## src/rtl/booth_divider.sv

```systemverilog
// ----------------------------------------------------------------------------
// booth_divider
//   Sequential signed divider: 16-bit two's-complement dividend by 8-bit
//   two's-complement divisor, giving an 8-bit quotient (truncated toward
//   zero) and an 8-bit remainder (sign follows the dividend). A restoring
//   shift-subtract loop runs on operand magnitudes, one quotient bit per
//   cycle, followed by a sign-fix cycle. Fixed latency: done pulses 17
//   cycles after the edge that accepts start.
//
// Ports
//   clk        rising-edge clock
//   rst_n      asynchronous active-low reset
//   start      operation request, only honoured while idle
//   dividend   16-bit signed dividend, captured on accepted start
//   divisor    8-bit signed divisor, captured on accepted start
//   busy       high while an operation is in flight
//   done       one-cycle pulse, results valid from this cycle
//   quotient   8-bit signed quotient (low byte of true quotient on ovf)
//   remainder  8-bit signed remainder
//   ovf        true quotient outside -128..127
//   dz         divisor was zero
// ----------------------------------------------------------------------------
module booth_divider (
    input  logic        clk,
    input  logic        rst_n,
    input  logic        start,
    input  logic [15:0] dividend,
    input  logic [7:0]  divisor,
    output logic        busy,
    output logic        done,
    output logic [7:0]  quotient,
    output logic [7:0]  remainder,
    output logic        ovf,
    output logic        dz
);

    typedef enum logic [1:0] {
        IDLE = 2'd0,
        CALC = 2'd1,
        FIX  = 2'd2
    } state_t;

    state_t      state_r;
    logic [15:0] dvd_sh_r;    // dividend magnitude, consumed MSB first
    logic [8:0]  dvs_mag_r;   // divisor magnitude; 128 needs the 9th bit
    logic [7:0]  dvd_low_r;   // raw dividend low byte for the divide-by-zero result
    logic        sign_q_r;
    logic        sign_r_r;
    logic [15:0] q_acc_r;     // quotient magnitude accumulator
    logic [7:0]  part_r;      // partial remainder, always < |divisor| <= 128
    logic [3:0]  cnt_r;

    logic [8:0]  shifted_s;
    logic        ge_s;
    logic [7:0]  next_part_s;
    logic [7:0]  q_fix_s;
    logic [7:0]  r_fix_s;
    logic        ovf_fix_s;
    logic        dz_fix_s;

    // Magnitude of a 16-bit two's-complement value; -32768 maps to 16'h8000.
    function automatic logic [15:0] mag16(input logic [15:0] v);
        mag16 = v[15] ? (~v + 16'd1) : v;
    endfunction

    // Magnitude of an 8-bit two's-complement value, widened so -128 -> 128.
    function automatic logic [8:0] mag8(input logic [7:0] v);
        mag8 = v[7] ? {1'b0, (~v + 8'd1)} : {1'b0, v};
    endfunction

    // Conditional two's-complement negation of a byte.
    function automatic logic [7:0] neg8_if(input logic neg, input logic [7:0] v);
        neg8_if = neg ? (~v + 8'd1) : v;
    endfunction

    // One restoring step plus the sign-fix results for the FIX cycle.
    always_comb begin
        shifted_s = {part_r, dvd_sh_r[15]};
        ge_s      = (shifted_s >= dvs_mag_r);
        // Difference is below |divisor| <= 128, so 8-bit modular subtraction is exact.
        if (ge_s) begin
            next_part_s = shifted_s[7:0] - dvs_mag_r[7:0];
        end else begin
            next_part_s = shifted_s[7:0];
        end

        dz_fix_s = (dvs_mag_r == 9'd0);
        if (dz_fix_s) begin
            q_fix_s   = 8'h00;
            r_fix_s   = dvd_low_r;
            ovf_fix_s = 1'b0;
        end else begin
            // Low byte of the negated 16-bit quotient equals the negated low byte.
            q_fix_s   = neg8_if(sign_q_r, q_acc_r[7:0]);
            r_fix_s   = neg8_if(sign_r_r, part_r);
            ovf_fix_s = sign_q_r ? (q_acc_r > 16'd128) : (q_acc_r > 16'd127);
        end
    end

    // Control FSM, datapath registers and registered outputs.
    always_ff @(posedge clk or negedge rst_n) begin
        if (!rst_n) begin
            state_r   <= IDLE;
            dvd_sh_r  <= 16'd0;
            dvs_mag_r <= 9'd0;
            dvd_low_r <= 8'd0;
            sign_q_r  <= 1'b0;
            sign_r_r  <= 1'b0;
            q_acc_r   <= 16'd0;
            part_r    <= 8'd0;
            cnt_r     <= 4'd0;
            busy      <= 1'b0;
            done      <= 1'b0;
            quotient  <= 8'd0;
            remainder <= 8'd0;
            ovf       <= 1'b0;
            dz        <= 1'b0;
        end else begin
            done <= 1'b0;
            case (state_r)
                IDLE: begin
                    if (start) begin
                        dvd_sh_r  <= mag16(dividend);
                        dvs_mag_r <= mag8(divisor);
                        dvd_low_r <= dividend[7:0];
                        sign_q_r  <= dividend[15] ^ divisor[7];
                        sign_r_r  <= dividend[15];
                        q_acc_r   <= 16'd0;
                        part_r    <= 8'd0;
                        cnt_r     <= 4'd0;
                        busy      <= 1'b1;
                        state_r   <= CALC;
                    end else begin
                        state_r   <= IDLE;
                    end
                end
                CALC: begin
                    part_r   <= next_part_s;
                    q_acc_r  <= {q_acc_r[14:0], ge_s};
                    dvd_sh_r <= {dvd_sh_r[14:0], 1'b0};
                    cnt_r    <= cnt_r + 4'd1;
                    if (cnt_r == 4'd15) begin
                        state_r <= FIX;
                    end else begin
                        state_r <= CALC;
                    end
                end
                FIX: begin
                    quotient  <= q_fix_s;
                    remainder <= r_fix_s;
                    ovf       <= ovf_fix_s;
                    dz        <= dz_fix_s;
                    done      <= 1'b1;
                    busy      <= 1'b0;
                    state_r   <= IDLE;
                end
                default: begin
                    busy    <= 1'b0;
                    state_r <= IDLE;
                end
            endcase
        end
    end

endmodule

```

## config.mk

```make
export PLATFORM = sky130hd
export DESIGN_NAME = booth_divider
export DESIGN_NICKNAME = d
export VERILOG_FILES = /design/src/rtl/booth_divider.sv
export SDC_FILE = /design/constraint.sdc
export NUM_CORES = 1
export LEC_CHECK = 0
export CORE_ASPECT_RATIO = 0.75
export CORE_UTILIZATION = 51
export CTS_CLUSTER_SIZE = 40
export DETAILED_ROUTE_END_ITERATION = 6
export MAX_ROUTING_LAYER = met4
export PLACE_DENSITY = 0.77
export SLEW_MARGIN = 20
export SYNTH_ARGS = -nofsm -noshare
export SYNTH_HDL_FRONTEND = slang
export SYNTH_SLANG_ARGS = --single-unit
export TNS_END_PERCENT = 1
```

## constraint.sdc

```tcl
create_clock -name clk -period 5.3 [get_ports clk]
set_clock_uncertainty 0.15 [all_clocks]
set_input_delay 0.53 -clock clk [delete_from_list [all_inputs] [get_ports clk]]
set_output_delay 0.53 -clock clk [all_outputs]
set_load 0.05 [all_outputs]
```

After elaboration in Yosys (flattened, before gate mapping)

Index checks and enable logic that the tools add are counted.

Flip-flop bits (word level): 85
Bits of input ports: 27
Output and inout bits: 20
Logic and storage cells: 63

$add $sub $neg: 6
Order comparisons: 3
Equality and inequality tests: 4
Muxes and demuxes: 23
Bitwise operators: 6
Reductions and logical operators: 6

Operator list:

| operator                                                              | count |
|---|---|
| 16-bit case mux with 2 select lines                                   | 2 |
| 8-bit two-way mux                                                     | 7 |
| 16-bit two-way mux                                                    | 3 |
| 8-bit by 1-bit adder with 8-bit output, second input constant         | 3 |
| 8-bit inverter                                                        | 3 |
| 16-bit by 1-bit adder with 16-bit output, second input constant       | 1 |
| 16-bit by 7-bit > comparator with 1-bit output, second input constant | 1 |
| 16-bit by 8-bit > comparator with 1-bit output, second input constant | 1 |
| 16-bit inverter                                                       | 1 |
| 8-bit case mux with 2 select lines                                    | 1 |
| 9-bit >= comparator                                                   | 1 |
| 9-bit logical NOT                                                     | 1 |
| 4-bit case mux with 2 select lines                                    | 1 |
| 8-bit subtractor                                                      | 1 |
| 2-bit AND reduction                                                   | 3 |
| 1-bit two-way mux                                                     | 5 |
| 4-bit by 1-bit adder with 4-bit output, second input constant         | 1 |
| 4-bit equality test, second input constant                            | 1 |
| 4-bit two-way mux                                                     | 1 |
| 2-bit case mux with 2 select lines                                    | 1 |
| 2-bit by 1-bit equality test with 1-bit output, second input constant | 1 |
| 2-bit equality test, second input constant                            | 1 |
| 2-bit logical NOT                                                     | 1 |
| 2-bit two-way mux                                                     | 1 |
| 5 further kinds                                                       | 5 |

Logic depth before layout (Yosys ltp)

Depth after elaboration: 5
Gate-level depth with buffers: 9
Gate-level depth less buffers: 9

Least setup slack after synthesis

Ideal clock, no wire load.

Kind: register to register
Start: register part_r[5]
End: register q_acc_r[0]
Library setup time: 120 ps
Data arrival time: 1,763 ps
Required time: 5,030 ps
Setup slack: 3,267 ps
Stages on the path, launching flop included: 8
Path buffers: 1
Clock period less this slack: 2,033 ps
Cells stage by stage: dfrtp_1 > ha_1 > a21oi_1 > o221ai_1 > a21oi_1 > buf_2 > nor2_1 > a31o_2

Cells in the longest elaborated chain, start to end: 2

Ends and longest elaborated chain:

| element                             | line | text |
|---|---|---|
| start: declaration                  | 50   | `logic [7:0] part_r;` |
| start signal: assignment            | 138  | `part_r <= next_part_s;` |
| 9-bit >= comparator                 | 79   | `ge_s = (shifted_s >= dvs_mag_r);` |
| 16-bit case mux with 2 select lines | 120  | `case (state_r)` |
| end signal: assignment              | 139  | `q_acc_r <= {q_acc_r[14:0], ge_s};` |
| end: declaration                    | 49   | `logic [15:0] q_acc_r;` |

No other way between the ends.
A chain may end at the register's enable or synchronous reset.

Worst setup path in the final report

Start: input start
End: register part_r[7]

Cells in the longest elaborated chain, start to end: 2

Ends and longest elaborated chain:

| element                         | line | text |
|---|---|---|
| start: declaration              | 26   | `input logic start,` |
| 2-bit inequality test (no line) | n/a  |  |
| 2-bit AND reduction (no line)   | n/a  |  |

No other way between the ends.

==> run metrics <==
Starting Density=53.87%; Hold Violations, Final=0; final routed DRC violation total=0; DR vias=3501; Switching Share=42.45%; Nets=542; Max Cap Violations=0; count of buffers from port buffering=46; Routed Antenna Nets=0; share of cells above drive strength 1=5.731%; Comb power frac=46.4%; share of the synthesized area in the top cell type=48.22%; CP startpoint kind=input pin; Skew-Pair Late Insertion Delay=approximately 340 ps; status=complete, no violations; most common cell in the synthesized netlist=dfrtp_1; post-CTS setup buffers=0; CTS Buf Count=9; Crit path largest cell delay=about 470 ps; die span in y=82.07 um; initial antenna violation count=0; min Tclk post-route=2584 ps; fin crit share=48.75%; Leakage=around 2.3 nW; RSZ-0062 raised after global routing=no; Core Rows=28; first-pass GRT wire length=16240 um; Routed WL per cell=15.68 um; syn avg cell area=between 9 and 10 um2; power share of the clock group=17.4%; Placed Cells=595; Max transition margin=40.85%; data required time of the worst path=~5400 ps; synthesized cell area=4359 um2; Placeable Area=approximately 8100 um2; CP most frequent cell=buf_4; Worst Path Arrival=2670 ps; Max Fclk=0.3870 GHz; Synth-to-Final Area Change=18.69%; grt ovf=0; sequential power share=36.2%; DIE AREA=slightly below 9000 um2; post-synth cell types=a little under 50; ys async rst share=100.0%; largest area contributor in the netlist=dfrtp_1; syn_nets=504; Die X=108.8 um; worst-path fanout max=26; Psw=0.001392 W; global routing's busiest layer=met2; Post-synth EDFFs=0; met2 Resource Use GR=36.39%; post-synthesis cell count=463; Final Setup Violations=0; kind of critical path=in2reg; Seq/Total Area, Yosys=48.22%; GRT Util Overall=about 25%; H-Tree Level Count=3; Pwr Density=633.8 nW/um2; #FFs+latches synth=84; dominant cells by area after synthesis=dfrtp_1, nand2_1, o21ai_0, xor2_1, ha_1; ant diodes=0; largest net degree at the start of global routing=85; synth cell count leaders=dfrtp_1, nand2_1, o21ai_0; top_reg_cell synth=dfrtp_1; actual slew at the worst max-slew pin=885.1 ps; peak supply drop=~380 uV; worst hold path type=in2async; setup TNS=0 ps; drt pass-1 iters=5; Ys Warns=0; Routed WL=roughly 9600 um; worst-path cell chain=clkdlybuf4s50_1 -> nor3b_2 -> buf_4 -> nor2_2 -> buf_4 -> a21oi_1 -> o311a_1 -> a211oi_1; hpwl dp=about 6600 um; hold_buf cts=0; GPL Wtd Cong=0.8312; clk root buf=clkbuf_16; Resized cells post-CTS=0; Initial DRC Count=337; internal power=0.001887 W; Setup WS pre-CTS=2415 ps; Via density=~5.7; CP max-delay cell=nor2_2; maximum clock path buffer count=2; Pins Over Slew Limit=0; clock sinks=84; CTS clk-pin slew, worst paths=60 ps; met3 Resource Use GR=6.190%; met1 Use GR=34.32%; non-filler cells, final=roughly 610; CP Capture Type=flop; post-route setup slack=2716 ps; final-layout fill cell count=a little under 700; vias in the first global route=3280; I/O Pins=47; CTS tree=yes
## worst paths after layout
kind                              from            to  slack, ps  cells past startpoint
hold / removal                   rst_n  remainder[0]         80                      1
min in group clk           quotient[2]   quotient[2]        320                      2
setup reg to reg            state_r[0]     part_r[7]       2840                      7
setup / recovery                 start     part_r[7]       2720                      8
max in group asynchronous        rst_n  dvs_mag_r[7]       4400                      1
hold reg to reg            quotient[2]   quotient[2]        320                      2
## worst max-delay path, delay by kind of cell
family | cells | cell delay [ps]
AO/OA/AOI/OAI | 3 | 430
buffers and inverters | 3 | 1040
AND/OR/NAND/NOR | 2 | 640
## routing by layer
metal / vias to the layer above / share of wire [%]
li1: 1704 / -
met1: 1657 / 47
met2: 132 / 45
met3: 8 / 7.0
met4: 0 / 1.0
met5: - / 0
## registers in the layout (all words and copies together) (netlist names)
signal and count:
busy 1, cnt_r 4, done 1, dvd_low_r 8, dvd_sh_r 16, dvs_mag_r 8
dz 1, ovf 1, part_r 8, q_acc_r 16, quotient 8, remainder 8
sign_q_r 1, sign_r_r 1, state_r 2
## metrics by stage
stage / instance area (um2) / total power (W) / hold slack (ps) / utilization, %
floorplan: 4359 / 0.002258 / 84.41 / -
global placement: 4895 / 0.002612 / 303.4 / 60.48
detailed placement: 4895 / 0.002682 / 309.8 / 60.48
CTS: 5166 / 0.003283 / 267.9 / 63.84
global route: 5174 / 0.003541 / 139.1 / 63.93
finish: 5174 / 0.003279 / 84.29 / 63.93
## area by class of cell
class                           count  area [um2]  share of cell area (%)
Timing Repair Buffer               50       491.7                   9.504
Clock inverter                      4       25.02                  0.4837
Multi-Input combinational cell    335        2098                   40.56
Sequential cell                    84        2102                   40.63
Tap cell                          105       131.4                   2.539
Inverter                           21       78.83                   1.524
Clock buffer                       12       246.5                   4.764
## kinds of logic after synthesis
kind of cell / count (synthesis) / synth area share (%)
fa+ha+maj: 14 / 4.191
buf+inv: 44 / 3.846
mux: 9 / 2.067
xor+xnor: 36 / 7.233
simple gates: 145 / 15.21
compound gates: 131 / 19.23
flops: 84 / 48.22
## power groups by stage
stage               combinational (W)  sequential, W  clock [W]
finish                        0.00152        0.00119   0.000572
global placement              0.00143        0.00118          0
CTS                           0.00151        0.00118   0.000584
detailed placement            0.00149        0.00119          0
floorplan                    0.000961        0.00130          0
global route                  0.00170        0.00123   0.000614
## cells in the final DEF (no fill, tap or decap), types with 2 or more instances in the layout
cell type        instances
dfrtp_1                 84
nand2_1                 82
o21ai_0                 57
clkdlybuf4s50_1         45
xor2_1                  27
inv_1                   21
nor2_1                  20
a21oi_1                 14
a22o_1                  14
ha_1                    13
a22oi_1                 12
o31ai_1                 10
xnor2_1                  9
mux2i_1                  9
clkbuf_16                9
nand3_1                  8
nor4_1                   7
nor2b_1                  5
or3_1                    4
nand3b_1                 4
buf_4                    4
nand2b_1                 3
a21o_1                   3
a31oi_1                  3
and3_1                   2
a221o_1                  2
a211oi_1                 2
clkinvlp_4               2
clkinv_2                 2
clkbuf_1                 2
Power figures use the tool's default switching activity.
